--- src/rtl/inst_set.sv ---
// Instruction-set constants and per-opcode decode table shared by the decode stage.
package inst_set;

  localparam logic [5:0] INST_NOP  = 6'h00;
  localparam logic [5:0] INST_ALU  = 6'h01;
  localparam logic [5:0] INST_ADDI = 6'h02;
  localparam logic [5:0] INST_ORI  = 6'h03;
  localparam logic [5:0] INST_LW   = 6'h08;
  localparam logic [5:0] INST_SW   = 6'h09;
  localparam logic [5:0] INST_J    = 6'h10;
  localparam logic [5:0] INST_JAL  = 6'h11;
  localparam logic [5:0] INST_JALR = 6'h12;
  localparam logic [5:0] INST_BEQ  = 6'h1C;
  localparam logic [5:0] INST_BNE  = 6'h1D;
  localparam logic [5:0] INST_FADD = 6'h20;

  typedef enum logic [3:0] {
    CLS_NOP    = 4'd0,
    CLS_ALU_R  = 4'd1,
    CLS_ALU_I  = 4'd2,
    CLS_LOAD   = 4'd3,
    CLS_STORE  = 4'd4,
    CLS_BRANCH = 4'd5,
    CLS_J      = 4'd6,
    CLS_JAL    = 4'd7,
    CLS_JALR   = 4'd8,
    CLS_FPU    = 4'd9
  } inst_class_t;

  typedef struct packed {
    inst_class_t cls;
    logic        zext;
    logic        uses_rs;
    logic        uses_rt;
    logic        writes;
    logic        fp;
  } op_info_t;

  function automatic op_info_t op_info(input logic [5:0] op);
    op_info_t info;
    info     = '0;
    info.cls = CLS_NOP;
    // Branches are a whole opcode region rather than single table entries.
    if (((op[5] ^ op[4]) & op[3] & op[2]) == 1'b1) begin
      info.cls     = CLS_BRANCH;
      info.uses_rs = 1'b1;
      info.uses_rt = 1'b1;
    end else begin
      case (op)
        INST_ALU:  begin info.cls = CLS_ALU_R; info.uses_rs = 1'b1; info.uses_rt = 1'b1; info.writes = 1'b1; end
        INST_ADDI: begin info.cls = CLS_ALU_I; info.uses_rs = 1'b1; info.writes = 1'b1; end
        INST_ORI:  begin info.cls = CLS_ALU_I; info.uses_rs = 1'b1; info.writes = 1'b1; info.zext = 1'b1; end
        INST_LW:   begin info.cls = CLS_LOAD;  info.uses_rs = 1'b1; info.writes = 1'b1; end
        INST_SW:   begin info.cls = CLS_STORE; info.uses_rs = 1'b1; info.uses_rt = 1'b1; end
        INST_J:    info.cls = CLS_J;
        INST_JAL:  begin info.cls = CLS_JAL;  info.writes = 1'b1; end
        INST_JALR: begin info.cls = CLS_JALR; info.uses_rs = 1'b1; info.writes = 1'b1; end
        INST_FADD: begin info.cls = CLS_FPU;  info.uses_rs = 1'b1; info.uses_rt = 1'b1; info.writes = 1'b1; info.fp = 1'b1; end
        default:   info.cls = CLS_NOP;
      endcase
    end
    return info;
  endfunction

endpackage

--- src/rtl/decode_scoreboard.sv ---
// Pending-write scoreboard: one busy bit per register id, GPR 0 hard-wired idle.
module decode_scoreboard #(
  parameter int unsigned NREG  = 32,
  parameter int unsigned RID_W = 6
) (
  input  logic              clk,
  input  logic              rstn,
  input  logic              set_en,
  input  logic [RID_W-1:0]  set_rid,
  input  logic              clr_en,
  input  logic [RID_W-1:0]  clr_rid,
  input  logic [RID_W-1:0]  q0_rid,
  input  logic [RID_W-1:0]  q1_rid,
  output logic              q0_busy,
  output logic              q1_busy,
  output logic [2*NREG-1:0] busy
);

  logic [2*NREG-1:0] busy_next;

  // Clear first so a same-cycle set of the same id survives.
  always_comb begin
    busy_next = busy;
    if (clr_en) busy_next[clr_rid] = 1'b0;
    if (set_en) busy_next[set_rid] = 1'b1;
    busy_next[0] = 1'b0;
  end

  always_ff @(posedge clk) begin
    if (!rstn) busy <= '0;
    else       busy <= busy_next;
  end

  assign q0_busy = busy[q0_rid] & ~(clr_en & (clr_rid == q0_rid));
  assign q1_busy = busy[q1_rid] & ~(clr_en & (clr_rid == q1_rid));

endmodule

--- src/rtl/decode.sv ---
// Decode stage: field split, class/immediate decode, RAW stall and output register.
module decode
  import inst_set::*;
#(
  parameter int unsigned XLEN  = 32,
  parameter int unsigned NREG  = 32,
  parameter int unsigned RID_W = 6
) (
  input  logic             clk,
  input  logic             rstn,
  input  logic             enable,
  input  logic             flush,
  input  logic             in_valid,
  input  logic [XLEN-1:0]  in_pc,
  input  logic [31:0]      in_command,
  input  logic             wb_en,
  input  logic [RID_W-1:0] wb_rid,
  output logic             stall,
  output logic             out_valid,
  output logic [XLEN-1:0]  out_pc,
  output logic [5:0]       out_opecode,
  output logic [RID_W-1:0] out_rd,
  output logic [RID_W-1:0] out_rs,
  output logic [RID_W-1:0] out_rt,
  output logic [XLEN-1:0]  out_imm,
  output inst_class_t      out_class,
  output logic             out_we
);

  logic [5:0]       op;
  logic [4:0]       rd_idx, rs_idx, rt_idx;
  logic [15:0]      imm16;
  logic [25:0]      target26;
  op_info_t         info;
  logic [RID_W-1:0] rd_id, rs_id, rt_id;
  logic [XLEN-1:0]  imm;
  logic             rs_busy, rt_busy;
  logic             advance, set_en;
  logic             we_q;
  logic [2*NREG-1:0] busy;

  assign op       = in_command[31:26];
  assign rd_idx   = in_command[25:21];
  assign rs_idx   = in_command[20:16];
  assign rt_idx   = in_command[15:11];
  assign imm16    = in_command[15:0];
  assign target26 = in_command[25:0];
  assign info     = op_info(op);

  assign rd_id = (info.cls == CLS_JAL) ? RID_W'(31) : {info.fp, rd_idx};
  assign rs_id = {info.fp, rs_idx};
  assign rt_id = {info.fp, rt_idx};

  always_comb begin
    imm = '0;
    if (info.cls == CLS_J || info.cls == CLS_JAL) imm = XLEN'({target26, 2'b00});
    else if (info.zext)                           imm = {{(XLEN-16){1'b0}}, imm16};
    else                                          imm = {{(XLEN-16){imm16[15]}}, imm16};
  end

  decode_scoreboard #(.NREG(NREG), .RID_W(RID_W)) u_sb (
    .clk     (clk),
    .rstn    (rstn),
    .set_en  (set_en),
    .set_rid (rd_id),
    .clr_en  (wb_en),
    .clr_rid (wb_rid),
    .q0_rid  (rs_id),
    .q1_rid  (rt_id),
    .q0_busy (rs_busy),
    .q1_busy (rt_busy),
    .busy    (busy)
  );

  assign stall   = in_valid & ~flush & ((info.uses_rs & rs_busy) | (info.uses_rt & rt_busy));
  assign advance = enable & ~flush & ~stall;
  assign set_en  = advance & in_valid & info.writes;

  always_ff @(posedge clk) begin
    if (!rstn) begin
      out_valid   <= 1'b0;
      out_pc      <= '0;
      out_opecode <= '0;
      out_rd      <= '0;
      out_rs      <= '0;
      out_rt      <= '0;
      out_imm     <= '0;
      out_class   <= CLS_NOP;
      we_q        <= 1'b0;
    end else if (flush) begin
      out_valid <= 1'b0;
    end else if (enable) begin
      if (stall) begin
        out_valid <= 1'b0;
      end else begin
        out_valid   <= in_valid;
        out_pc      <= in_pc;
        out_opecode <= op;
        out_rd      <= rd_id;
        out_rs      <= rs_id;
        out_rt      <= rt_id;
        out_imm     <= imm;
        out_class   <= info.cls;
        we_q        <= info.writes;
      end
    end
  end

  assign out_we = out_valid & we_q;

endmodule

--- config.mk ---
export PLATFORM = sky130hd
export DESIGN_NAME = decode
export DESIGN_NICKNAME = d
export VERILOG_FILES = /design/src/rtl/inst_set.sv /design/src/rtl/decode_scoreboard.sv /design/src/rtl/decode.sv
export SDC_FILE = /design/constraint.sdc
export NUM_CORES = 1
export LEC_CHECK = 0
export BUFFER_PORTS_ARGS = -buffer_cell sky130_fd_sc_hd__buf_2
export CORE_ASPECT_RATIO = 0.75
export CORE_MARGIN = 10
export CORE_UTILIZATION = 40
export CTS_BUF_LIST = sky130_fd_sc_hd__clkbuf_4 sky130_fd_sc_hd__clkbuf_8 sky130_fd_sc_hd__clkbuf_16
export DETAILED_ROUTE_END_ITERATION = 8
export PLACE_DENSITY_LB_ADDON = 0.25
export SLEW_MARGIN = 20
export SYNTH_ARGS = -nofsm -noshare
export SYNTH_HDL_FRONTEND = slang
export SYNTH_SLANG_ARGS = --single-unit
--- constraint.sdc ---
create_clock -name clk -period 6.08 [get_ports clk]
set_clock_uncertainty 0.05 [all_clocks]
set_input_delay 1.216 -clock clk [delete_from_list [all_inputs] [get_ports clk]]
set_output_delay 1.216 -clock clk [all_outputs]
set_load 0.1 [all_outputs]
======== Word level (Yosys, flattened, before mapping) ========
Cells that the tools add are included.
operators by class
  add/sub/neg operators ................... 0
  multipliers ............................. 0
  divide/modulo/power cells ............... 0
  order comparisons ....................... 6
  equality and inequality tests ........... 13
  shifts and indexed selects .............. 0
  multiplexer cells ....................... 24
  bitwise operators ....................... 25
  reductions and logical operators ........ 9
operators with widths
  cell                  count
  $mux W64              2
  $and A64 B64 Y64      1
  $mux W32              2
  $not A64 Y64          1
  $or A64 B64 Y64       1
  $pmux W4 S8           1
  $lt A6 B7 Y1 const B  4
  $eq A6 B5 Y1 const B  3
  $and A1 B1 Y1         15
  $reduce_or A7 Y1      2
  $bmux W1 S6           2
  $demux W1 S6          2
  $eq A6 B2 Y1 const B  2
  $eq A6 B4 Y1 const B  2
  $eq A6 B6 Y1          2
  $ge A6 B1 Y1 const B  2
  $mux W1               11
  $eq A4 B3 Y1 const B  2
  $eq A6 B1 Y1 const B  1
  $eq A6 B6 Y1 const B  1
  $mux W6               1
  $not A1 Y1            5
  $mux W2               2
  $mux W4               1
  7 further kinds       9
word-level totals
  flip-flop bits (word level) ............. 158
  latch bits .............................. 0
  RAM bits ................................ 0
  memory bits (read-only) ................. 0
  input bits .............................. 76
  output and inout port bits .............. 95
  logic and storage cells ................. 88
  memories ................................ 0

======== Longest topological paths before layout ========
Gate-level depths: netlist (run 1).
  depth in word-level cells ............... 16
  depth in mapped cells ................... 14
  gate-level depth less buffers ........... 10

======== Cells and area by module ========
From an unflattened synthesis (run 1), not the netlist that was laid out.
unflattened totals
  cell total of the unflattened synthesis .. 938
  area total of the unflattened synthesis .. 8250.4 µm²
modules (own cells, without submodules)
  module             times used  cells each  area an instance (µm²)  sequential area each (µm²)
  decode             1           501         4286.6                  1801.7
  decode_scoreboard  1           437         3963.8                  1261.2

======== Worst setup path after synthesis (run 1) ========
OpenSTA, ideal clock, no wires.
  path kind ............................... input -> output
  from .................................... input port in_command[17]
  to ...................................... output port stall
  arrival ................................. 3673 ps
  required time ........................... 4814 ps
  setup slack ............................. 1141 ps
  stages .................................. 10
  cells stage by stage .................... buf_2 -> buf_2 -> nor2b_1 -> a221oi_1 -> a2111oi_0 -> a2111oi_2 -> and4bb_4 -> nor2_2 -> buf_2 -> inv_1
on the way
  cells in the longest elaborated chain, start to end .. 7
RTL lines
  element                                                              RTL line                 text
  from (decl)                                                          decode.sv:15             input logic [31:0] in_command,
  parallel branches: the longest is 3 deep, another holds $bmux W1 S6  n/a
  $and A1 B1 Y1 (*)                                                    decode_scoreboard.sv:34  assign q0_busy = busy[q0_rid] & ~(clr_en & (clr_rid == q0_rid));
  $and A1 B1 Y1 (*)                                                    decode.sv:75             assign stall = in_valid & ~flush & ((info.uses_rs & rs_busy) | (info.uses_rt & rt_busy));
  $or A1 B1 Y1 (*)                                                     decode.sv:75
  $and A1 B1 Y1 (*)                                                    decode.sv:75
  to (decl)                                                            decode.sv:18             output logic stall,
Every way passes the cells marked *. The select of a mux whose other input is x is not followed.

======== Worst setup path in the final report (run 1) ========
Same ends and word-level chain as after synthesis.

==> reports/summary.txt, run 1 <==
Worst path buffer plus inverter count - 3
Rows - 43
DRT antenna net count - 0
Clock Power Share - 0.426
Tot GR Track Use - 0.204
Slew headroom - 0.186
FF+latch count, synth - 153
Critical-path cell list - buf_2, nor2b_1, a221oi_1, a2111oi_0, a2111oi_2, and4bb_4, nor2_2, inv_1, buf_2
Type of destination of the critical path - primary output
Postcts setup bufs - 0
Synth Cell Area - 0.00774 sq mm
Max Cap Viol - 0
Post-DP HPWL - 19.0 mm
Pleak - 3.55 nW
Filler cell count - 1849
Total wire length - 27.2 mm
Sequential fraction of the synthesis area - 0.396
Post-synth EDFFs - 0
Max H-tree Level - 4
Cell taking the most area after synthesis - dfxtp_1
Layout area overhead - 18.9%
Hold_buf cts - 0
Final Max Slew Viols - 0
CP Data Required Time - 4.81 ns
Int Power - 1.83 mW
CTS root buffer - clkbuf_16
Final std cells w/o fill - 1273
Share of total power in combinational logic - 0.189
Placed Cells - 1242
Slowest-stage cell, CP - a2111oi_0
Diode count - 0
Fin crit period - 5.11 ns
Max Buffers Root-to-Sink - 2
Crit Path Class - input pin to primary output
Initial antenna violation count - 1
Top-area cell type share of the netlist area - 0.396
Fraction of layout cells with a size suffix above 1 - 0.243
Max incr delay on CP - 0.65 ns
HP Start - out_class[1]
Final Hold Vio Count - 0
Core region area - 0.0187 sq mm
DR vias/cell - 5.96
Skew-Pair Late Insertion Delay - 0.43 ns
Total power draw - 2.73 mW
Hold Crit Class - flip-flop to flip-flop
Beginning of the critical path - in_command[17]
Reg-to-reg startpoint - u_sb.busy[12]
Post-synth ARST share - 0
Die Wd - 181 microns
Largest net degree at the start of global routing - 76
Peak VDD IR - 0.000168 V
Worst-path fanout max - 27
Syn Area/Cell - 8.53 sq um
CP delay by family, top - buffers and inverters
CTS Buf Count - 17
First-pass iteration count of the detailed router - 5
Power Density - 297 mW/mm^2
First DRT Iteration DRCs - 817
DIE AREA - 0.0254 sq mm
Nets - 1093
Measured slew at the worst slew-check pin - 1.22 ns
Via count - 7581
Critical Path Source Type - input pin
Post-CTS sizing - 0
WL/cell - 21.4 microns
Vias in the first global route - 7196
Ys flop type - dfxtp_1
Flop pwr share - 0.385
Synth unique cells - 59
Critical path arrival - 3.84 ns
Synth Instances - 907
First-pass GRT wire length - 42.0 mm
Status - finished clean
I/O Buffers - 170
Ranking of synthesized cells by area - dfxtp_1, o21ai_0, mux4_2
I/O Pins - 171
Fin Setup TNS - 0 ns
Clock Sinks - 153
CTS tree - built
DRC viols - 0
Final count of negative-setup-slack endpoints - 0
Worst-path clk slew - 0.07 ns
Grt ovf - 0
Fmax - 196 MHz
Switching share of power - 0.330
Final period utilization - 0.841
Die H - 140 microns
Synth Warn # - 0
Post-Syn Nets - 986
Net Sw Power - 901 uW
Unrepaired setup endpoints after global routing - false
Initial Utilization - 0.413
CP dominant cell by count - buf_2
Gp weighted congestion - 0.956
## final timing paths
path	end	slack (ns)	cells past startpoint
worst max register to register	u_sb.busy[47]	2.62	9
worst min-delay path	out_class[1]	0.40	2
worst max-delay path	stall	0.97	9
worst min register to register	out_class[1]	0.40	2
## routing by layer
layer	up-vias	wire length, microns	part of all wire	global-route usage
met3	44	3430	0.13	0.0932
met5	-	13	0.00048	0
met4	2	428	0.016	0.0491
met1	3581	12200	0.45	0.279
met2	404	11100	0.41	0.282
li1	3550	-	-	-
## worst register-to-register path, stage by stage, from the launching register on
cell and delay [ns]:
dfxtp_1 0.33, mux4_2 0.46, nor2b_1 0.14, a211o_1 0.31, a2111oi_2 0.41, and4bb_4 0.27
nor4b_4 0.59, buf_4 0.53, nand3_1 0.14, a21oi_1 0.15
## cell type report
class / instances / area [sq um] / share of cell area
sequential: 153 / 3060 / 0.333
clock inverter: 14 / 210 / 0.0228
clock buffer: 17 / 425 / 0.0462
timing repair buffer: 180 / 941 / 0.102
multi-input combinational: 651 / 4220 / 0.458
inverter: 11 / 41.3 / 0.00448
tap: 247 / 309 / 0.0336
## stage by stage
stage / hold slack (ns) / instance area, sq um / worst slack, ns / utilization
global placement: 0.385 / 8570 / 1.03 / 0.458
global route: 0.422 / 9210 / 0.809 / 0.492
floorplan: 0.381 / 7740 / 1.14 / -
finish: 0.397 / 9210 / 0.969 / 0.492
CTS: 0.398 / 9210 / 0.972 / 0.492
detailed placement: 0.389 / 8570 / 0.982 / 0.458
## synth_stat cells (11+ instances only)
cell / instances
a21oi_1: 48
a211oi_1: 30
o21ai_0: 119
nor2_1: 53
o211ai_1: 28
mux4_2: 19
buf_2: 15
dfxtp_1: 153
nor2b_1: 12
inv_1: 11
mux2i_1: 42
nand3_1: 84
buf_4: 15
nand2_1: 73
nand4_1: 27
clkbuf_1: 55
## cells by family (layout without fill, tap and decap cells)
family | count (synthesis) | in the layout | synth area share
AO/OA/AOI/OAI | 264 | 264 | 0.207
XOR/XNOR | 11 | 11 | 0.0124
adder cells (fa/ha/maj) | 3 | 3 | 0.00485
buffers and inverters | 103 | 222 | 0.0616
flip-flops | 153 | 153 | 0.396
multiplexers | 66 | 66 | 0.117
AND/OR/NAND/NOR | 307 | 307 | 0.202
## power by group through the flow
stage	Combinational, mW	Clock, mW	Sequential [mW]
after floorplan	0.173	0	1.31
after global placement	0.514	0	1.07
after detailed placement	0.515	0	1.07
after CTS	0.515	1.18	1.05
after global routing	0.544	1.22	1.06
final	0.518	1.16	1.05
## cell usage in the layout, fill, tap and decap left out, drive strengths merged, types with 3 or more instances in the layout
master	Yosys	routed
buf	37	180
mux4	19	19
a22oi	5	5
bufinv	0	4
dfxtp	153	153
ha	3	3
a211oi	31	31
nand4	27	27
inv	11	18
nor3b	3	3
o21ai	121	121
xnor2	7	7
mux2i	42	42
or3b	4	4
o311ai	4	4
and3	6	6
nand2	73	73
a21oi	48	48
nor2	54	54
o211ai	28	28
nor2b	12	12
o31ai	5	5
a2111oi	4	4
nor3	8	8
clkbuf	55	17
nor4	3	3
nand3	84	84
xor2	4	4
or3	4	4
and2	5	5
nand3b	8	8
mux2	5	5
nand2b	7	7
## sequential cells by signal, indices dropped and copies added (netlist names), 4 cells and up
register and count:
out_imm 29, out_rd 6, out_pc 32, u_sb.busy 63, out_opecode 6, out_rt 5, out_class 4, out_rs 6
Note: power is estimated with default switching activity, not from simulation.
==> inputs of run 2 (changes only) <==
- clock period: 6.08 -> 4.2 ns (I/O delays scaled with it)
==> reports/summary.txt, run 2 (synthesis results as in run 1) <==
I/O Pins - 171
Gp weighted congestion - 1.02
Final count of negative-setup-slack endpoints - 0
Fmax - 248 MHz
Most flops, register - u_sb.busy
Share of total power in combinational logic - 0.200
CTS tree - built
Clock Power Share - 0.403
Net Sw Power - 1.32 mW
Final std cells w/o fill - 1298
Total wire length - 28.2 mm
Fin Setup TNS - 0 ns
Peak VDD IR - 0.000225 V
Flop pwr share - 0.397
First-pass GRT wire length - 43.0 mm
Die Wd - 181 microns
Filler cell count - 1835
Via count - 7829
Final core occ - 0.500
Critical-path cell list - buf_2, mux4_2, nor2b_1, a211o_1, a2111oi_2, and4bb_4, nor2_2, inv_1, buf_2
DRT antenna net count - 0
Cell area after layout - 0.00936 sq mm
Final period utilization - 0.958
Fraction of layout cells with a size suffix above 1 - 0.259
Pleak - 3.64 nW
First DRT Iteration DRCs - 1117
Most common cell after layout, fill and taps aside - buf_2
I/O Buffers - 170
Status - finished clean
Met1 GRT Util - 0.302
Worst-path clk slew - 0.06 ns
Crit Path Class - input pin to primary output
Max FFs per register - 63
Total power draw - 3.84 mW
Rows - 43
Placement Cell Area - 0.00877 sq mm
WL/cell - 21.7 microns
Largest net degree at the start of global routing - 102
CP dominant cell by count - buf_2
Tot GR Track Use - 0.212
Vias in the first global route - 7277
Met3 Track Usage GR - 0.0767
Layer with the highest usage - met1
FF+latch area - 0.00306 sq mm
Hold Crit Class - flip-flop to flip-flop
Max incr delay on CP - 0.49 ns
Setup WS pre-CTS - 0.0252 ns
Initial Utilization - 0.413
Fin crit period - 4.03 ns
Max Cap Viol - 0
Int Power - 2.52 mW
Die H - 140 microns
CP Data Required Time - 3.31 ns
DIE AREA - 0.0254 sq mm
Max Buffers Root-to-Sink - 2
Critical path arrival - 3.14 ns
Post-DP HPWL - 19.9 mm
Final Hold Vio Count - 0
Slew headroom - 0.401
Worst-path fanout max - 4
Slowest-stage cell, CP - mux4_2
CTS Buf Count - 17
Grt ovf - 0
Switching share of power - 0.344
Skew-Pair Late Insertion Delay - 0.43 ns
Unrepaired setup endpoints after global routing - false
Postcts setup bufs - 0
Biggest regs - u_sb.busy (63), out_pc (32), out_imm (29)
Final Max Slew Viols - 0
Slack of the worst reg-to-reg path - 1.03 ns
Power Density - 410 mW/mm^2
Max H-tree Level - 4
Measured slew at the worst slew-check pin - 0.899 ns
M2 GR Usage - 0.290
DR vias/cell - 6.03
Setup ws final - 0.174 ns
Layout area overhead - 20.9%
Minimum hold slack - 0.403 ns
Critical Path Source Type - input pin
CTS root buffer - clkbuf_16
Placed Cells - 1265
Initial antenna violation count - 1
First-pass iteration count of the detailed router - 7
Clock Sinks - 153
DRC viols - 0
Multi-input logic area - 0.00422 sq mm
Most frequent cells in the layout - buf_2, dfxtp_1, o21ai_0
Core region area - 0.0187 sq mm
Nets - 1116
Hold_buf cts - 0
Type of destination of the critical path - primary output
[run 2: power by group through the flow]
stage	Clock, mW	Sequential (mW)	Combinational, mW
4_1_cts	1.56	1.52	0.764
3_5_place_dp	0	1.56	0.763
3_3_place_gp	0	1.56	0.760
5_1_grt	1.62	1.53	0.806
2_1_floorplan	0	1.89	0.251
6_report	1.54	1.52	0.769
[run 2: cell type report]
cell class | instances | area share
multi-input cells | 651 | 0.451
flip-flops and latches | 153 | 0.327
repair buffers | 203 | 0.122
clock buffers | 19 | 0.0484
well taps | 247 | 0.0330
clock inverters | 13 | 0.0140
inverters | 11 | 0.00441
diodes | 1 | 0.000267
[run 2: worst max-delay path: cells and delay by family]
family                 cells  cell delay [ns]
multiplexers               1             0.49
AO/OA/AOI/OAI              2             0.74
buffers and inverters      3             0.49
AND/OR/NAND/NOR            3             0.57
[run 2: final timing paths]
kind               endpoint  depth (start not counted)            from
max                   stall                          9  in_command[16]
min          out_opecode[0]                          2  out_opecode[0]
max reg2reg      out_imm[9]                         10   u_sb.busy[12]
min reg2reg  out_opecode[0]                          2  out_opecode[0]
[run 2: what timing repair did]
item | CTS | global route
resized for setup | 0 | 1
setup endpoints to repair | 0 | 1
hold endpoints to repair | 0 | 0
[run 2: layer usage]
metal / wire (microns) / part of all wire / vias to the layer above
met1: 12500 / 0.44 / 3713
li1: - / - / 3608
met3: 3400 / 0.12 / 56
met4: 568 / 0.020 / 0
met2: 11700 / 0.42 / 452
met5: 0 / 0 / -
